## config.mk

```make
export PLATFORM = sky130hd
export DESIGN_NAME = piso_serial_tx
export DESIGN_NICKNAME = d
export VERILOG_FILES = /design/src/rtl/piso_tx_pkg.sv /design/src/rtl/bit_timer.sv /design/src/rtl/piso_serial_tx.sv
export SDC_FILE = /design/constraint.sdc
export NUM_CORES = 1
export LEC_CHECK = 0
export ABC_AREA = 1
export CORE_MARGIN = 4
export CORE_UTILIZATION = 56
export CTS_BUF_LIST = sky130_fd_sc_hd__clkbuf_8
export DETAILED_ROUTE_END_ITERATION = 12
export MAX_ROUTING_LAYER = met4
export PLACE_DENSITY_LB_ADDON = 0.12
export SYNTH_ARGS = -nofsm -noshare
export SYNTH_HDL_FRONTEND = slang
export SYNTH_SLANG_ARGS = --single-unit
```

## constraint.sdc

```tcl
create_clock -name CLK -period 1.8 [get_ports CLK]
set_clock_uncertainty 0.15 [all_clocks]
set_input_delay 0.45 -clock CLK [delete_from_list [all_inputs] [get_ports CLK]]
set_output_delay 0.45 -clock CLK [all_outputs]
set_load 0.03 [all_outputs]
```

## src/rtl/piso_tx_pkg.sv

```systemverilog
// Shared definitions for the parallel-in, serial-out frame transmitter.
// Holds the FSM state encoding, the fixed line levels and a width helper.
// Imported by piso_serial_tx and bit_timer.
package piso_tx_pkg;

    typedef enum logic [2:0] {
        IDLE   = 3'd0,
        START  = 3'd1,
        DATA   = 3'd2,
        PARITY = 3'd3,
        STOP   = 3'd4
    } tx_state_t;

    localparam logic IDLE_LEVEL  = 1'b1;
    localparam logic START_LEVEL = 1'b0;
    localparam logic STOP_LEVEL  = 1'b1;

    // Ceiling log2; returns 0 for value <= 1, callers clamp to a legal width.
    function automatic int clog2(input int value);
        int r;
        r = 0;
        while ((1 << r) < value) begin
            r = r + 1;
        end
        return r;
    endfunction

endpackage

```

## src/rtl/bit_timer.sv

```systemverilog
// BIT_CYCLES-modulo cycle counter pacing each serial bit.
// tc is combinational from the registered count; pre_tc flags that the next cycle is terminal.
// No backpressure: counts freely unless clear is held.
module bit_timer
    import piso_tx_pkg::*;
#(
    parameter int BIT_CYCLES = 4
) (
    input  logic clk,
    input  logic rst,
    input  logic clear,
    output logic tc,
    output logic pre_tc
);

    localparam int CW = (clog2(BIT_CYCLES) > 0) ? clog2(BIT_CYCLES) : 1;

    logic [CW-1:0] count;

    // Count 0..BIT_CYCLES-1 and wrap; clear parks the counter at 0.
    always_ff @(posedge clk or posedge rst) begin
        if (rst) begin
            count <= '0;
        end else if (clear || tc) begin
            count <= '0;
        end else begin
            count <= count + 1'b1;
        end
    end

    assign tc = (count == CW'(BIT_CYCLES - 1));

    // With one-clock bits every cycle is terminal, so the lookahead is constant.
    generate
        if (BIT_CYCLES == 1) begin : g_single
            assign pre_tc = 1'b1;
        end else begin : g_multi
            assign pre_tc = !clear && (count == CW'(BIT_CYCLES - 2));
        end
    endgenerate

endmodule

```

## src/rtl/piso_serial_tx.sv

```systemverilog
// Parallel-in, serial-out frame transmitter: start(0), data LSB first, [parity], stop(1).
// Latency: first start-bit clock is the cycle after Load && Ready; each bit held BIT_CYCLES clocks.
// Backpressure: Ready only in IDLE; Load while busy is dropped. Parity bit enabled by PISO_TX_PARITY_EN.
module piso_serial_tx
    import piso_tx_pkg::*;
#(
    parameter int WIDTH      = 8,
    parameter int BIT_CYCLES = 4
) (
    input  logic             CLK,
    input  logic             RST,
    input  logic [WIDTH-1:0] D,
    input  logic             Load,
    output logic             Ready,
    output logic             Q,
    output logic             Busy,
    output logic             Done
);

    localparam int   BW               = clog2(WIDTH + 1);
    localparam logic SINGLE_CYCLE_BIT = (BIT_CYCLES == 1);

    tx_state_t        state;
    logic [WIDTH-1:0] shift_reg;
    logic [WIDTH-1:0] shift_next;
    logic [BW-1:0]    bit_cnt;
    logic             timer_clear;
    logic             bit_tc;
    logic             bit_pre_tc;
`ifdef PISO_TX_PARITY_EN
    logic             parity_bit;
`endif

    assign shift_next  = shift_reg >> 1;
    assign timer_clear = (state == IDLE);

    bit_timer #(
        .BIT_CYCLES (BIT_CYCLES)
    ) u_bit_timer (
        .clk    (CLK),
        .rst    (RST),
        .clear  (timer_clear),
        .tc     (bit_tc),
        .pre_tc (bit_pre_tc)
    );

    // Frame FSM with registered line and handshake outputs.
    always_ff @(posedge CLK or posedge RST) begin
        if (RST) begin
            state     <= IDLE;
            shift_reg <= '0;
            bit_cnt   <= '0;
            Q         <= IDLE_LEVEL;
            Ready     <= 1'b1;
            Busy      <= 1'b0;
            Done      <= 1'b0;
`ifdef PISO_TX_PARITY_EN
            parity_bit <= 1'b0;
`endif
        end else begin
            Done <= 1'b0;
            case (state)
                IDLE: begin
                    if (Load && Ready) begin
                        shift_reg <= D;
`ifdef PISO_TX_PARITY_EN
                        parity_bit <= ^D;
`endif
                        state <= START;
                        Q     <= START_LEVEL;
                        Ready <= 1'b0;
                        Busy  <= 1'b1;
                    end
                end
                START: begin
                    if (bit_tc) begin
                        state   <= DATA;
                        bit_cnt <= '0;
                        Q       <= shift_reg[0];
                    end
                end
                DATA: begin
                    if (bit_tc) begin
                        shift_reg <= shift_next;
                        bit_cnt   <= bit_cnt + 1'b1;
                        if (bit_cnt == BW'(WIDTH - 1)) begin
`ifdef PISO_TX_PARITY_EN
                            state <= PARITY;
                            Q     <= parity_bit;
`else
                            state <= STOP;
                            Q     <= STOP_LEVEL;
                            Done  <= SINGLE_CYCLE_BIT;
`endif
                        end else begin
                            Q <= shift_next[0];
                        end
                    end
                end
`ifdef PISO_TX_PARITY_EN
                PARITY: begin
                    if (bit_tc) begin
                        state <= STOP;
                        Q     <= STOP_LEVEL;
                        Done  <= SINGLE_CYCLE_BIT;
                    end
                end
`endif
                STOP: begin
                    // Done is raised one edge early so it lands on the final stop clock.
                    if (bit_tc) begin
                        state <= IDLE;
                        Q     <= IDLE_LEVEL;
                        Ready <= 1'b1;
                        Busy  <= 1'b0;
                    end else begin
                        Done <= bit_pre_tc;
                    end
                end
                default: begin
                    state <= IDLE;
                    Q     <= IDLE_LEVEL;
                    Ready <= 1'b1;
                    Busy  <= 1'b0;
                end
            endcase
        end
    end

endmodule
```

==> results by group <==
Floorplanning
  • Die W: 53.81 um
  • FP Rows: 16
  • DIE AREA: 2895 um^2
  • IO Pins: 15
  • Initial core utilization: 59.28%
  • Die height: 53.81 um
  • Core area: 1982 um^2

GRT
  • GR Util All Layers: 18.37%
  • First-pass GRT wire length: 3.705 mm
  • Initial antenna violation count: 0
  • Vias in the first global route: 867
  • GR Overflow Total: 0
  • Largest net degree at the start of global routing: 22

Final layout
  • Commonest cells after routing, fill and taps aside: nand2_1, dfrtp_1, inv_1
  • Syn-to-layout area delta: 15.34%
  • Max reg flops: 8
  • Multi-input gate area: 531.8 um^2
  • Fin area: 1355 um^2
  • N_diodes: 0
  • Final nets: 165
  • Commonest non-fill, non-tap cell in the layout: nand2_1
  • Final core occ: 68.37%
  • Fill cells: 159
  • Layout cells sized above 1: 15.33%
  • Footprint of the flip-flops and latches: 528.0 um^2

Synth
  • Share of synthesized registers carrying an async set or reset: 100.0%
  • Yosys cell types: 29
  • Area of the mapped netlist: 1175 um^2
  • Warnings, synthesis: 0
  • Sequential share of the synthesized area: 44.94%
  • Net Count, Synth: 148
  • Top_reg_cell synth: dfrtp_1
  • Syn avg cell area: 8.768 um^2
  • Number of enable flip-flop cells after synthesis: 0
  • #FFs+latches synth: 21
  • Post-Syn Instances: 134

Pwr
  • P_leak: 0.7067 nW
  • Total power: 1.724 mW
  • Total net switching power: 0.6827 mW
  • Pint: 1.042 mW
  • Clk pwr share: 17.4%
  • Combinational Power Share: 39.5%
  • Reg power frac: 43.1%
  • Worst vdd ir: 0.6482 mV
  • Switching power share of the total: 39.59%
  • Power per Cell Area: 1273 nW/um^2

STA
  • Worst-Margin Slew: 0.3388 ns
  • RSZ-0062 raised after global routing: false
  • Final setup viols: 0
  • Max Freq: 616.4 MHz
  • Final setup TNS: 0 ns
  • Hold Vio Cnt, Final: 0
  • Final worst path period need: 1.622 ns
  • Slew Viols, Final: 0
  • Slew margin rel.: 77.41%
  • Final Cycle Share: 90.13%

Detailed routing
  • Post-route ant nets: 0
  • # DRC: 0
  • Routed vias/inst: 5.119
  • Routed WL per cell: 11.85 um
  • Via Count: 906
  • Total length of routed wires: 2.098 mm
  • DRT iter0 DRCs: 8
  • Pre-antenna DRT Iters: 4

Critical path
  • CP Cell Sequence: dlygate4sd2_1
  • Largest stage delay, worst path: 0.40 ns
  • Setup CP Type: reg -> out
  • CP Buf/Inv Count: 1
  • Critical path endpoint category: output pin
  • Worst EP required: 1.20 ns
  • CP max FO: 2
  • Crit path arrival time: 1.02 ns
  • CP Launch Type: flop
  • Crit path max-delay family: buffers and inverters
  • Slowest CP cell: dlygate4sd2_1

CTS
  • Clk pin slew, worst setup/hold paths: 0.07 ns
  • Clock H-tree levels: 1
  • Setup repair bufs after CTS: 0
  • Later-pin clock latency in the skew report: 0.26 ns
  • # hold bufs at CTS: 0
  • TritonCTS Buffers: 3
  • CTS Buffer Depth: 2
  • CTS tree: done
  • Clk root buf: clkbuf_8
  • CTS sink count: 21

Place
  • Gpl congestion: 0.8773
  • Area of placed instances: 1313 um^2
  • Port buffer count: 14
  • Detailed placement HPWL: 1.597 mm

Hold path
  • Hold Path Class: reg -> reg

Outcome
  • Status: completed

Run
  • Max Cap Viol: 0
power groups by stage:
stage          logic (mW)  clock network (mW)  registers [mW]
3_3_place_gp        0.655                   0           0.743
4_1_cts             0.685               0.307           0.743
5_1_grt             0.780               0.323           0.765
3_5_place_dp        0.683                   0           0.753
2_1_floorplan       0.556                   0           0.737
6_report            0.681               0.299           0.744
metal layers:
metal / up-vias / track usage, % / wire length (um)
met4: 0 / 11.91 / 46
met2: 14 / 27.22 / 1013
met1: 430 / 23.42 / 971
met3: 5 / 2.493 / 66
li1: 457 / - / -
met5: - / - / 0
final timing paths:
path                                 startpoint              endpoint  slack, ns  cells after the start
setup / recovery                           Busy                  Busy       0.18                      1
hold reg to reg            u_bit_timer.count[0]  u_bit_timer.count[0]       0.33                      1
hold / removal             u_bit_timer.count[0]  u_bit_timer.count[0]       0.33                      1
max in group asynchronous                   RST                     Q       0.86                      3
setup reg to reg           u_bit_timer.count[0]              state[2]       0.19                      7
min in group asynchronous                   RST          shift_reg[4]       0.37                      3
per-stage QoR:
stage / setup WS [ns] / hold WS, ns / cells
6_report: 0.1777 / 0.3326 / 177
3_5_place_dp: 0.01349 / 0.3259 / 173
4_1_cts: 0.1725 / 0.3365 / 177
2_1_floorplan: 0.2668 / 0.2750 / 134
3_3_place_gp: 0.07288 / 0.3064 / 173
5_1_grt: 0.08600 / 0.3594 / 177
cell usage after synthesis (2+ instances only):
cell	instances	share of area, %
nor3_1	2	0.85
ha_1	3	3.2
nand2_1	40	13
nand3_1	9	3.8
dfstp_2	2	4.5
o21ai_0	10	4.3
dfrtp_1	19	40
o21ai_2	6	4.5
nor2_1	6	1.9
inv_1	18	5.8
cell families (layout without fill, tap and decap cells):
kind of cell,Yosys count,count (layout),share of synthesized area (%)
mux,1,1,0.8520
fa+ha+maj,3,3,3.195
xor+xnor,2,2,1.491
buf+inv,22,38,9.798
simple gates,66,66,29.61
flops,21,21,44.94
compound gates,19,19,10.12
what timing repair did:
| action | in CTS | in global routing |
|---|---|---|
| endpoints found under the setup margin | 2 | 0 |
| hold endpoints to repair | 0 | 0 |
| resized for setup | 2 | 0 |
final cells by class:
type / count / share of cell area, %
Tap cell: 27 / 2.493
Multi-Input combinational cell: 91 / 39.24
Clock buffer: 3 / 3.047
Inverter: 19 / 5.633
Clock inverter: 1 / 0.2770
Sequential cell: 21 / 38.97
Timing Repair Buffer: 15 / 10.34
No activity file was read; power rests on OpenSTA's default activity.
==> edit, RTL diff (same settings) <==
Change the parameter `WIDTH` from 8 to 7.
--- a/src/rtl/piso_serial_tx.sv
+++ b/src/rtl/piso_serial_tx.sv
@@ -4,7 +4,7 @@
 module piso_serial_tx
     import piso_tx_pkg::*;
 #(
-    parameter int WIDTH      = 8,
+    parameter int WIDTH      = 7,
     parameter int BIT_CYCLES = 4
 ) (
     input  logic             CLK,
Interface: changed (resized D); port bits go from 15 to 14. No check against the original RTL was run, so the function may have changed too.
==> edit against the original RTL <==
Sequential cell count fell by 2. Power rose by 18%. Wire length fell by 8.2%. Combinational power rose by 50%. Setup slack got worse by 0.14 ns. Synthesized area fell by 14%. Final area fell by 8.5%. Largest cell class unchanged. Highest routed layer unchanged.
==> edit: results (changes against the original RTL) <==
- Sequential fraction of design power: 35.4% (was 43.1%)
- Worst vdd ir: 0.000966 V (was 0.000648 V)
- Vias in the first global route: 793 (was 867)
- Cells taking the most area after synthesis: dfrtp_1 (42%), nand2_1 (18%), dfstp_2 (5.2%) (was dfrtp_1 (40%), nand2_1 (13%), inv_1 (5.8%))
- Combinational fraction of design power: 50.1% (was 39.5%)
- Area of the multi-input gates: 488 sq um (was 532 sq um)
- XOR/XNOR Fraction of Synth Area: 0.862% (was 1.49%)
- Hold Crit Depth: 2 (was 1)
- Synth top cells by count: nand2_1 (50), dfrtp_1 (17), nand3_1 (10) (was nand2_1 (40), dfrtp_1 (19), inv_1 (18))
- Inverter count: 12 (was 19)
- Largest register FFs: 7 (was 8)
- Max-slew headroom: 80.2% (was 77.4%)
- Area fraction of clock buffers and clock inverters: 3.63% (was 3.32%)
- First-pass GRT wire length: 3460 um (was 3710 um)
- FF-to-FF setup slack: 0.24 ns (was 0.19 ns)
- Critical Path AT: 1.16 ns (was 1.02 ns)
- Non-Clock Buffer Count: 16 (was 15)
- Slowest-stage cell, CP: dfstp_2 (was dlygate4sd2_1)
- FF+latch count, synth: 19 (was 21)
- Worst Reg-to-Reg Cells: 8 (was 7)
- Non-clk buf share: 11.9% (was 10.3%)
- Adder-cell share of the synthesized area: 4.93% (was 3.19%)
- Top cell type's share of synthesized area: 41.9% (was 40.5%)
- Number of fill cells in the layout: 133 (was 159)
- Compound-cell area share of the yosys netlist: 4.43% (was 10.1%)
- Total GRT Usage: 18.4% (about the same)
- Outcome: completed (unchanged)
- GR Util met3: 4.45% (was 2.49%)
- Nets: 157 (was 165)
- Port-buffer cells: 13 (was 14)
- Worst r2r dst: shift_reg[1] (was state[2])
- Pin count of the biggest net entering global routing: 20 (was 22)
- GP Congestion: 0.832 (was 0.877)
- Mux share of post-synthesis cell area: 0% (was 0.852%)
- Net count after synthesis: 136 (was 148)
- CP Launch Point: Ready (was Busy)
-- edit: changes by cell type in the layout (fill, tap and decap cells not counted), moves of 2 or more --
cell,before,now
nand2_1,40,50
inv_1,19,9
nand2_4,1,4
inv_2,0,3
nand4_1,0,3
o21ai_0,10,8
dfrtp_1,19,17
o21ai_2,6,0
nor2_1,6,2
-- edit: timing repair --
action	4_1_cts	5_1_grt
hold buffers	0	0
endpoints found under the setup margin	3	1
gates resized for setup	3	1
-- edit: metal layers --
layer	wire (um)	vias to the layer above
met5	0	-
met4	19	0
met2	949	15
met3	82	2
met1	875	368
li1	-	434
-- edit: per-stage QoR --
stage	hold slack, ns	std cells	setup WS (ns)	total power [mW]	instance area (sq um)
floorplan	0.250	122	0.366	1.49	1020
global placement	0.299	163	0.0266	1.73	1200
detailed placement	0.308	163	0.0154	1.77	1200
CTS	0.318	167	0.00610	2.05	1240
global route	0.337	167	0.0116	2.24	1240
finish	0.316	167	0.0427	2.04	1240
